--- config.mk ---
export PLATFORM = sky130hd
export DESIGN_NAME = bp_be_drain_sequencer
export DESIGN_NICKNAME = d
export VERILOG_FILES = /design/src/rtl/bp_be_pkg.sv /design/src/rtl/bp_be_mem_credit_counter.sv /design/src/rtl/bp_be_drain_sequencer.sv
export SDC_FILE = /design/constraint.sdc
export NUM_CORES = 1
export LEC_CHECK = 0
export ABC_AREA = 1
export CAP_MARGIN = 5
export CORE_AREA = 5 5 42 44
export DETAILED_ROUTE_END_ITERATION = 7
export DIE_AREA = 0 0 47 49
export PLACE_DENSITY = 0.87
export SETUP_SLACK_MARGIN = 0.5
export SLEW_MARGIN = 0
export SYNTH_ARGS = -nofsm -noshare
export SYNTH_HDL_FRONTEND = slang
export SYNTH_SLANG_ARGS = --single-unit
--- constraint.sdc ---
create_clock -name clk_i -period 5.6 [get_ports clk_i]
set_clock_uncertainty 0.15 [all_clocks]
set_input_delay 0.56 -clock clk_i [delete_from_list [all_inputs] [get_ports clk_i]]
set_output_delay 0.56 -clock clk_i [all_outputs]
set_load 0.1 [all_outputs]
--- src/rtl/bp_be_pkg.sv ---
// Shared types for the BlackParrot back-end serializing-op drain sequencer.
package bp_be_pkg;

    typedef enum logic [1:0] {
        e_drain_fence = 2'd0,
        e_drain_csr   = 2'd1,
        e_drain_irq   = 2'd2,
        e_drain_step  = 2'd3
    } bp_be_drain_type_e;

    typedef enum logic [1:0] {
        e_drain_st_idle        = 2'd0,
        e_drain_st_drain       = 2'd1,
        e_drain_st_grant       = 2'd2,
        e_drain_st_wait_commit = 2'd3
    } bp_be_drain_state_e;

endpackage

--- src/rtl/bp_be_mem_credit_counter.sv ---
// Up/down saturating count of outstanding memory operations with full/empty decode.
// Shared between the drain sequencer and the LSU.
module bp_be_mem_credit_counter #(
    parameter int credits_max_p = 8
) (
    input  logic clk_i,
    input  logic reset_n_i,
    input  logic issue_i,
    input  logic return_i,
    output logic full_o,
    output logic empty_o
);

    localparam int cnt_w_lp = $clog2(credits_max_p + 1);
    localparam logic [cnt_w_lp-1:0] max_lp = cnt_w_lp'(credits_max_p);
    localparam logic [cnt_w_lp-1:0] one_lp = cnt_w_lp'(1);

    logic [cnt_w_lp-1:0] count_q, count_d;

    assign full_o  = (count_q == max_lp);
    assign empty_o = (count_q == '0);

    // Issue and return in the same cycle cancel, even at the limits.
    always_comb begin
        count_d = count_q;
        if (issue_i && !return_i && !full_o) begin
            count_d = count_q + one_lp;
        end else if (return_i && !issue_i && !empty_o) begin
            count_d = count_q - one_lp;
        end
    end

    always_ff @(posedge clk_i or negedge reset_n_i) begin
        if (!reset_n_i) begin
            count_q <= '0;
        end else begin
            count_q <= count_d;
        end
    end

`ifndef SYNTHESIS
    always_ff @(posedge clk_i) begin
        if (reset_n_i) begin
            assert (!(issue_i && !return_i && full_o));
            assert (!(return_i && !issue_i && empty_o));
        end
    end
`endif

endmodule

--- src/rtl/bp_be_drain_sequencer.sv ---
// Holds serializing ops (fence/csr/irq/step) until the pipe drains, then grants one dispatch.
// Optional drain watchdog with sticky timeout_o when BP_BE_DRAIN_TIMEOUT_EN is defined.
module bp_be_drain_sequencer
    import bp_be_pkg::*;
#(
    parameter int credits_max_p    = 8,
    parameter int timeout_cycles_p = 1024
) (
    input  logic              clk_i,
    input  logic              reset_n_i,
    input  logic              req_v_i,
    input  bp_be_drain_type_e req_type_i,
    output logic              req_ready_o,
    input  logic              instr_in_pipe_i,
    input  logic              mem_issue_i,
    input  logic              mem_return_i,
    output logic              credits_full_o,
    output logic              credits_empty_o,
    output logic              grant_v_o,
    input  logic              commit_i,
    input  logic              flush_i,
    output logic              busy_o
`ifdef BP_BE_DRAIN_TIMEOUT_EN
    ,
    output logic              timeout_o
`endif
);

    bp_be_drain_state_e state_q, state_d;
    bp_be_drain_type_e  type_q, type_d;
    logic               drain_ok;

    bp_be_mem_credit_counter #(
        .credits_max_p(credits_max_p)
    ) credit_counter (
        .clk_i    (clk_i),
        .reset_n_i(reset_n_i),
        .issue_i  (mem_issue_i),
        .return_i (mem_return_i),
        .full_o   (credits_full_o),
        .empty_o  (credits_empty_o)
    );

    // Fences must also wait for memory to go quiet; other types only need the pipe empty.
    assign drain_ok = !instr_in_pipe_i && (credits_empty_o || (type_q != e_drain_fence));

    always_comb begin
        state_d = state_q;
        type_d  = type_q;
        unique case (state_q)
            e_drain_st_idle: begin
                if (req_v_i) begin
                    state_d = e_drain_st_drain;
                    type_d  = req_type_i;
                end
            end
            e_drain_st_drain: begin
                if (drain_ok) state_d = e_drain_st_grant;
            end
            e_drain_st_grant:       state_d = e_drain_st_wait_commit;
            e_drain_st_wait_commit: begin
                if (commit_i) state_d = e_drain_st_idle;
            end
            default:                state_d = e_drain_st_idle;
        endcase
        if (flush_i) begin
            state_d = e_drain_st_idle;
            type_d  = e_drain_fence;
        end
    end

    always_ff @(posedge clk_i or negedge reset_n_i) begin
        if (!reset_n_i) begin
            state_q <= e_drain_st_idle;
            type_q  <= e_drain_fence;
        end else begin
            state_q <= state_d;
            type_q  <= type_d;
        end
    end

    assign req_ready_o = (state_q == e_drain_st_idle);
    assign busy_o      = (state_q != e_drain_st_idle);
    assign grant_v_o   = (state_q == e_drain_st_grant);

`ifdef BP_BE_DRAIN_TIMEOUT_EN
    localparam int to_w_lp = $clog2(timeout_cycles_p + 1);
    localparam logic [to_w_lp-1:0] to_max_lp = to_w_lp'(timeout_cycles_p);
    localparam logic [to_w_lp-1:0] to_one_lp = to_w_lp'(1);

    logic [to_w_lp-1:0] to_cnt_q, to_cnt_d;
    logic               timeout_q, timeout_d;

    // The watchdog only flags a stuck drain; it never forces the grant.
    always_comb begin
        to_cnt_d  = '0;
        if (state_q == e_drain_st_drain) begin
            to_cnt_d = (to_cnt_q == to_max_lp) ? to_cnt_q : (to_cnt_q + to_one_lp);
        end
        timeout_d = timeout_q || (to_cnt_q == to_max_lp);
        if (flush_i) timeout_d = 1'b0;
    end

    always_ff @(posedge clk_i or negedge reset_n_i) begin
        if (!reset_n_i) begin
            to_cnt_q  <= '0;
            timeout_q <= 1'b0;
        end else begin
            to_cnt_q  <= to_cnt_d;
            timeout_q <= timeout_d;
        end
    end

    assign timeout_o = timeout_q;
`endif

endmodule

Yosys cells after proc, flatten, opt, wreduce, memory -nomap -nowiden
Cells that the tools add are included.
Word-level totals
  bits in registers: 8
  output and inout port bits: 5
Cells by class
  $add $sub $neg: 2
  equal/unequal tests: 7
  muxes and demuxes: 10
  reductions and logical operators: 20
Operators with widths (count)
  two-way mux 2 bit: 7
  nonzero test 2 bit: 5
  two-way mux 4 bit: 2
  case mux 2 bit (4 select lines): 1
  inequality test 3 bit, second input constant: 2
  logical AND 1 bit: 5
  logical NOT 1 bit: 5
  adder 4 x 1 -> 4 bit, second input constant: 1
  equality test 2 bit, second input constant: 2
  equality test 4 bit, second input constant: 1
  logical NOT 4 bit: 1
  subtractor 4 x 1 -> 4 bit, second input constant: 1
  inequality test 3 x 2 -> 1 bit, second input constant: 1
  AND reduction 3 bit: 1
  equality test 2 x 1 -> 1 bit, second input constant: 1
  logical NOT 2 bit: 1
  AND reduction 2 bit: 1
  logical OR 1 bit: 1

Logic depth before layout (Yosys ltp)
  depth after elaboration: 6
  mapped depth: 10

Hierarchy
From an unflattened synthesis, not the netlist that was laid out.
Unflattened totals
  cell total of the unflattened synthesis: 82
  area, all modules: 613.1 um^2
Modules (own cells, without submodules)
  bp_be_mem_credit_counter: instances 1, cells an instance 42, area each 320.3 um^2
  bp_be_drain_sequencer: instances 1, cells an instance 40, area each 292.8 um^2

Worst setup path before layout
OpenSTA, ideal clock, no wires.
  kind: flip-flop to flip-flop
  from: register state_q[1]
  to: register state_q[0]
  setup time: 119 ps
  arrival: 2401 ps
  slack: 2930 ps
  stages on the path, launching flop included: 8
  buffers on the path: 0
  cells stage by stage: dfrtp_1 > bufinv_8 > ha_1 > inv_2 > o22ai_1 > inv_2 > a21oi_1 > nor2_1
Between the ends
  longest elaborated chain between the ends: 3
  elaborated cells on any way between the ends: 10
  classes of those cells: eq/ne (6); mux (2); reduce/logical (2)
Ends and longest elaborated chain
  start, declared: line bp_be_drain_sequencer.sv:29  | bp_be_drain_state_e state_q, state_d;
  start signal, assigned: line bp_be_drain_sequencer.sv:74  | state_q <= e_drain_st_idle;
  start signal, assigned: line bp_be_drain_sequencer.sv:77  | state_q <= state_d;
  logical NOT 2 bit (*)
  net req_ready_o: line bp_be_drain_sequencer.sv:13  | output logic req_ready_o,
  case mux 2 bit (4 select lines) / inequality test 3 x 2 -> 1 bit (equally long branches)
  two-way mux 2 bit / AND reduction 3 bit (equally long branches)
Mark *: on every way through the listed nets, which the timed path passes. The rest lies on a longest branch.
A chain may end at the register's enable or synchronous reset.

Worst setup path in the final report
  from: register state_q[1]
  to: output port req_ready_o
Between the ends
  longest elaborated chain between the ends: 1
Ends and longest elaborated chain
  logical NOT 2 bit: line bp_be_drain_sequencer.sv:82  | assign req_ready_o = (state_q == e_drain_st_idle);
  end, declared: line bp_be_drain_sequencer.sv:13
No other way between the ends.

==> impl_metrics.env <==
export IMPL_first_global_vias=535
export IMPL_grt_overflow_total=0
export IMPL_cts_buffers=3
export IMPL_fin_setup_tns_ns=0
export IMPL_fillCellCount=139
export IMPL_cts_root_buf="clkbuf_4"
export IMPL_wirelength_um=1265
export IMPL_cp_data_required_time_ns=4.89
export IMPL_ctsResizeCount=0
export IMPL_synth_cell_types=20
export IMPL_nNetsFinal=111
export IMPL_reg2reg_depth=9
export IMPL_track_usage_pct=12.79
export IMPL_diodes=0
export IMPL_clock_sinks=8
export IMPL_die_w_um=47
export IMPL_firstDrtPassIters=4
export IMPL_max_cap_violations=0
export IMPL_power_density_mw_per_mm2=598.1
export IMPL_synth_seq_cells=8
export IMPL_syn_num_nets=92
export IMPL_fin_area_um2=800.8
export IMPL_setup_viol=0
export IMPL_postSynthAreaPerCell_um2=8.241
export IMPL_placed_area_um2=778.2
export IMPL_critical_path_class="reg -> out"
export IMPL_utilization_pct=57.14
export IMPL_critPathArrivalTime_ns=2.25
export IMPL_clockBufferDepth=2
export IMPL_start_util_pct=44.11
export IMPL_die_area_mm2=0.002303
export IMPL_max_freq_mhz=338.0
export IMPL_synth_seq_area_share_pct=32.39
export IMPL_post_cts_setup_buffers=0
export IMPL_finalHoldViolations=0
export IMPL_ys_async_sr_fraction_pct=100.0
export IMPL_run_status="completed"
export IMPL_cpMaxStageDelayCell="clkdlybuf4s50_1"
export IMPL_remaining_drc_errors=0
export IMPL_final_antenna_net_count=0
export IMPL_crit_chain="bufinv_8 -> ha_1 -> clkdlybuf4s50_1"
export IMPL_h_tree_depth=1
export IMPL_vias=506
export IMPL_hp_class="in -> async"
export IMPL_ff2ff_setup_slack_ns=3.63
export IMPL_drive_gt1_share_pct=19.57
export IMPL_ff_latch_area_um2=200.2
export IMPL_clk_latency_ns=0.25
export IMPL_timing_rr_end="credit_counter.count_q[3]$_DFFE_PN0P_"
export IMPL_final_cell_mix="14 x clkdlybuf4s50_1, 11 x inv_1, 11 x nand2_1"
export IMPL_crit_fanout=5
export IMPL_drtIter0Drc=10
export IMPL_layout_commonest_cell="clkdlybuf4s50_1"
export IMPL_slew_violations=0
export IMPL_reg2reg_from="credit_counter.count_q[1]$_DFFE_PN0P_"
export IMPL_rows=14
export IMPL_netlist_area_um2=618.1
export IMPL_netlist_top_cells_area="dfrtp_1 32%, ha_1 12%, inv_1 6.7%, nand2_1 6.7%, nand2_2 6.1%"
export IMPL_slowest_delay_ns=1.17
export IMPL_power_total_mw=0.4789
export IMPL_fp_dieH_um=49
export IMPL_leakage_nw=0.4038
export IMPL_synthCells=75
export IMPL_hold_buffers=0
export IMPL_antenna_found_initial=0
export IMPL_num_io_pins=15
export IMPL_post_route_min_period_ns=2.959
export IMPL_synth_edff_count=0
export IMPL_core_area_mm2=0.001401
export IMPL_wl_per_cell_um=11.71
export IMPL_slew_headroom_pct=34.38
export IMPL_multi_input_area_um2=342.8
export IMPL_syn2layout_area_growth_pct=29.55
export IMPL_yosys_area_top_type="dfrtp_1"
export IMPL_synth_flop_cell="dfrtp_1"
export IMPL_routed_via_density=4.685
export IMPL_cp_end_kind="output port"
export IMPL_rsz0062_at_grt="no"
export IMPL_ys_warn_count=0
export IMPL_gp_congestion=0.7757
export IMPL_dpl_hpwl_um=1082
export IMPL_port_buffer_count=14
export IMPL_ir_drop_mv=0.2550
export IMPL_synth_top_area_share_pct=32.39
export IMPL_cts_tree="yes"
export IMPL_tightest_slew_ns=0.9812
export IMPL_crit_path_start_kind="flop"
export IMPL_grt_pass1_wl_um=2159
export IMPL_grt_start_max_net_pins=9
export IMPL_clk_pin_slew_ns=0.05
export IMPL_fin_crit_sh_pct=52.83
-- synth_stat cells, types with 2 or more instances --
cell type / count
inv_1: 11
nand2_1: 11
dfrtp_1: 8
ha_1: 6
nand2_2: 6
nand3_1: 6
nor2_1: 6
o21ai_1: 5
inv_2: 3
nor2_2: 2
xor2_1: 2
-- critical path, delay by kind of cell (launching register included) --
family                     cells  cell delay (ns)
DFF                            1             0.39
adders and majority gates      1             0.24
buffers and inverters          2             1.36
-- worst max path at each step --
| stage | from | end | slack (ns) | cells past startpoint |
|---|---|---|---|---|
| detailed placement | state_q[1]$_DFFE_PN0P_ | req_ready_o | 2.90 | 3 |
| CTS | state_q[1]$_DFFE_PN0P_ | req_ready_o | 2.62 | 3 |
| global route | state_q[1]$_DFFE_PN0P_ | busy_o | 2.57 | 4 |
| finish | state_q[1]$_DFFE_PN0P_ | req_ready_o | 2.64 | 3 |
| global placement | state_q[1]$_DFFE_PN0P_ | busy_o | 2.95 | 4 |
| floorplan | state_q[1]$_DFFE_PN0P_ | state_q[0]$_DFFE_PN0P_ | 2.93 | 7 |
-- stage by stage --
| stage | std cells | hold slack, ns | setup WS (ns) |
|---|---|---|---|
| 4_1_cts | 108 | 0.4271 | 2.621 |
| 2_1_floorplan | 75 | 0.1144 | 2.930 |
| 5_1_grt | 108 | 0.4453 | 2.568 |
| 6_report | 108 | 0.4247 | 2.641 |
| 3_5_place_dp | 105 | 0.4328 | 2.903 |
| 3_3_place_gp | 105 | 0.4104 | 2.953 |
-- where the power goes --
part           switching, mW  leakage [nW]  internal (mW)
combinational          0.217         0.289          0.106
sequential            0.0313         0.101         0.0813
clock                 0.0183        0.0138         0.0244
total                  0.267         0.404          0.212
-- sequential cells by signal, indices dropped and copies added, names as in the netlist --
| register | flops |
|---|---|
| type_q | 2 |
| state_q | 2 |
| credit_counter.count_q | 4 |
-- per-layer routing --
layer	routed length, um	GRT usage, %	up-vias
li1	-	-	268
met1	469	14.03	222
met5	0	0	-
met4	0	7.834	0
met2	680	21.04	16
met3	116	2.952	0
-- final cells by class --
| cell class | count | share of cell area [%] |
|---|---|---|
| multi-input cells | 51 | 42.81 |
| flip-flops and latches | 8 | 25.00 |
| repair buffers | 14 | 17.50 |
| inverters | 16 | 9.375 |
| clock buffers | 3 | 2.812 |
| well taps | 16 | 2.500 |
-- logic make-up after synthesis --
group / share of synthesized area, %
AO/OA/AOI/OAI: 9.717
buffers and inverters: 12.15
flip-flops: 32.39
AND/OR/NAND/NOR: 27.53
XOR/XNOR: 2.835
adder cells (fa/ha/maj): 15.38
No activity file was read; power rests on OpenSTA's default activity.
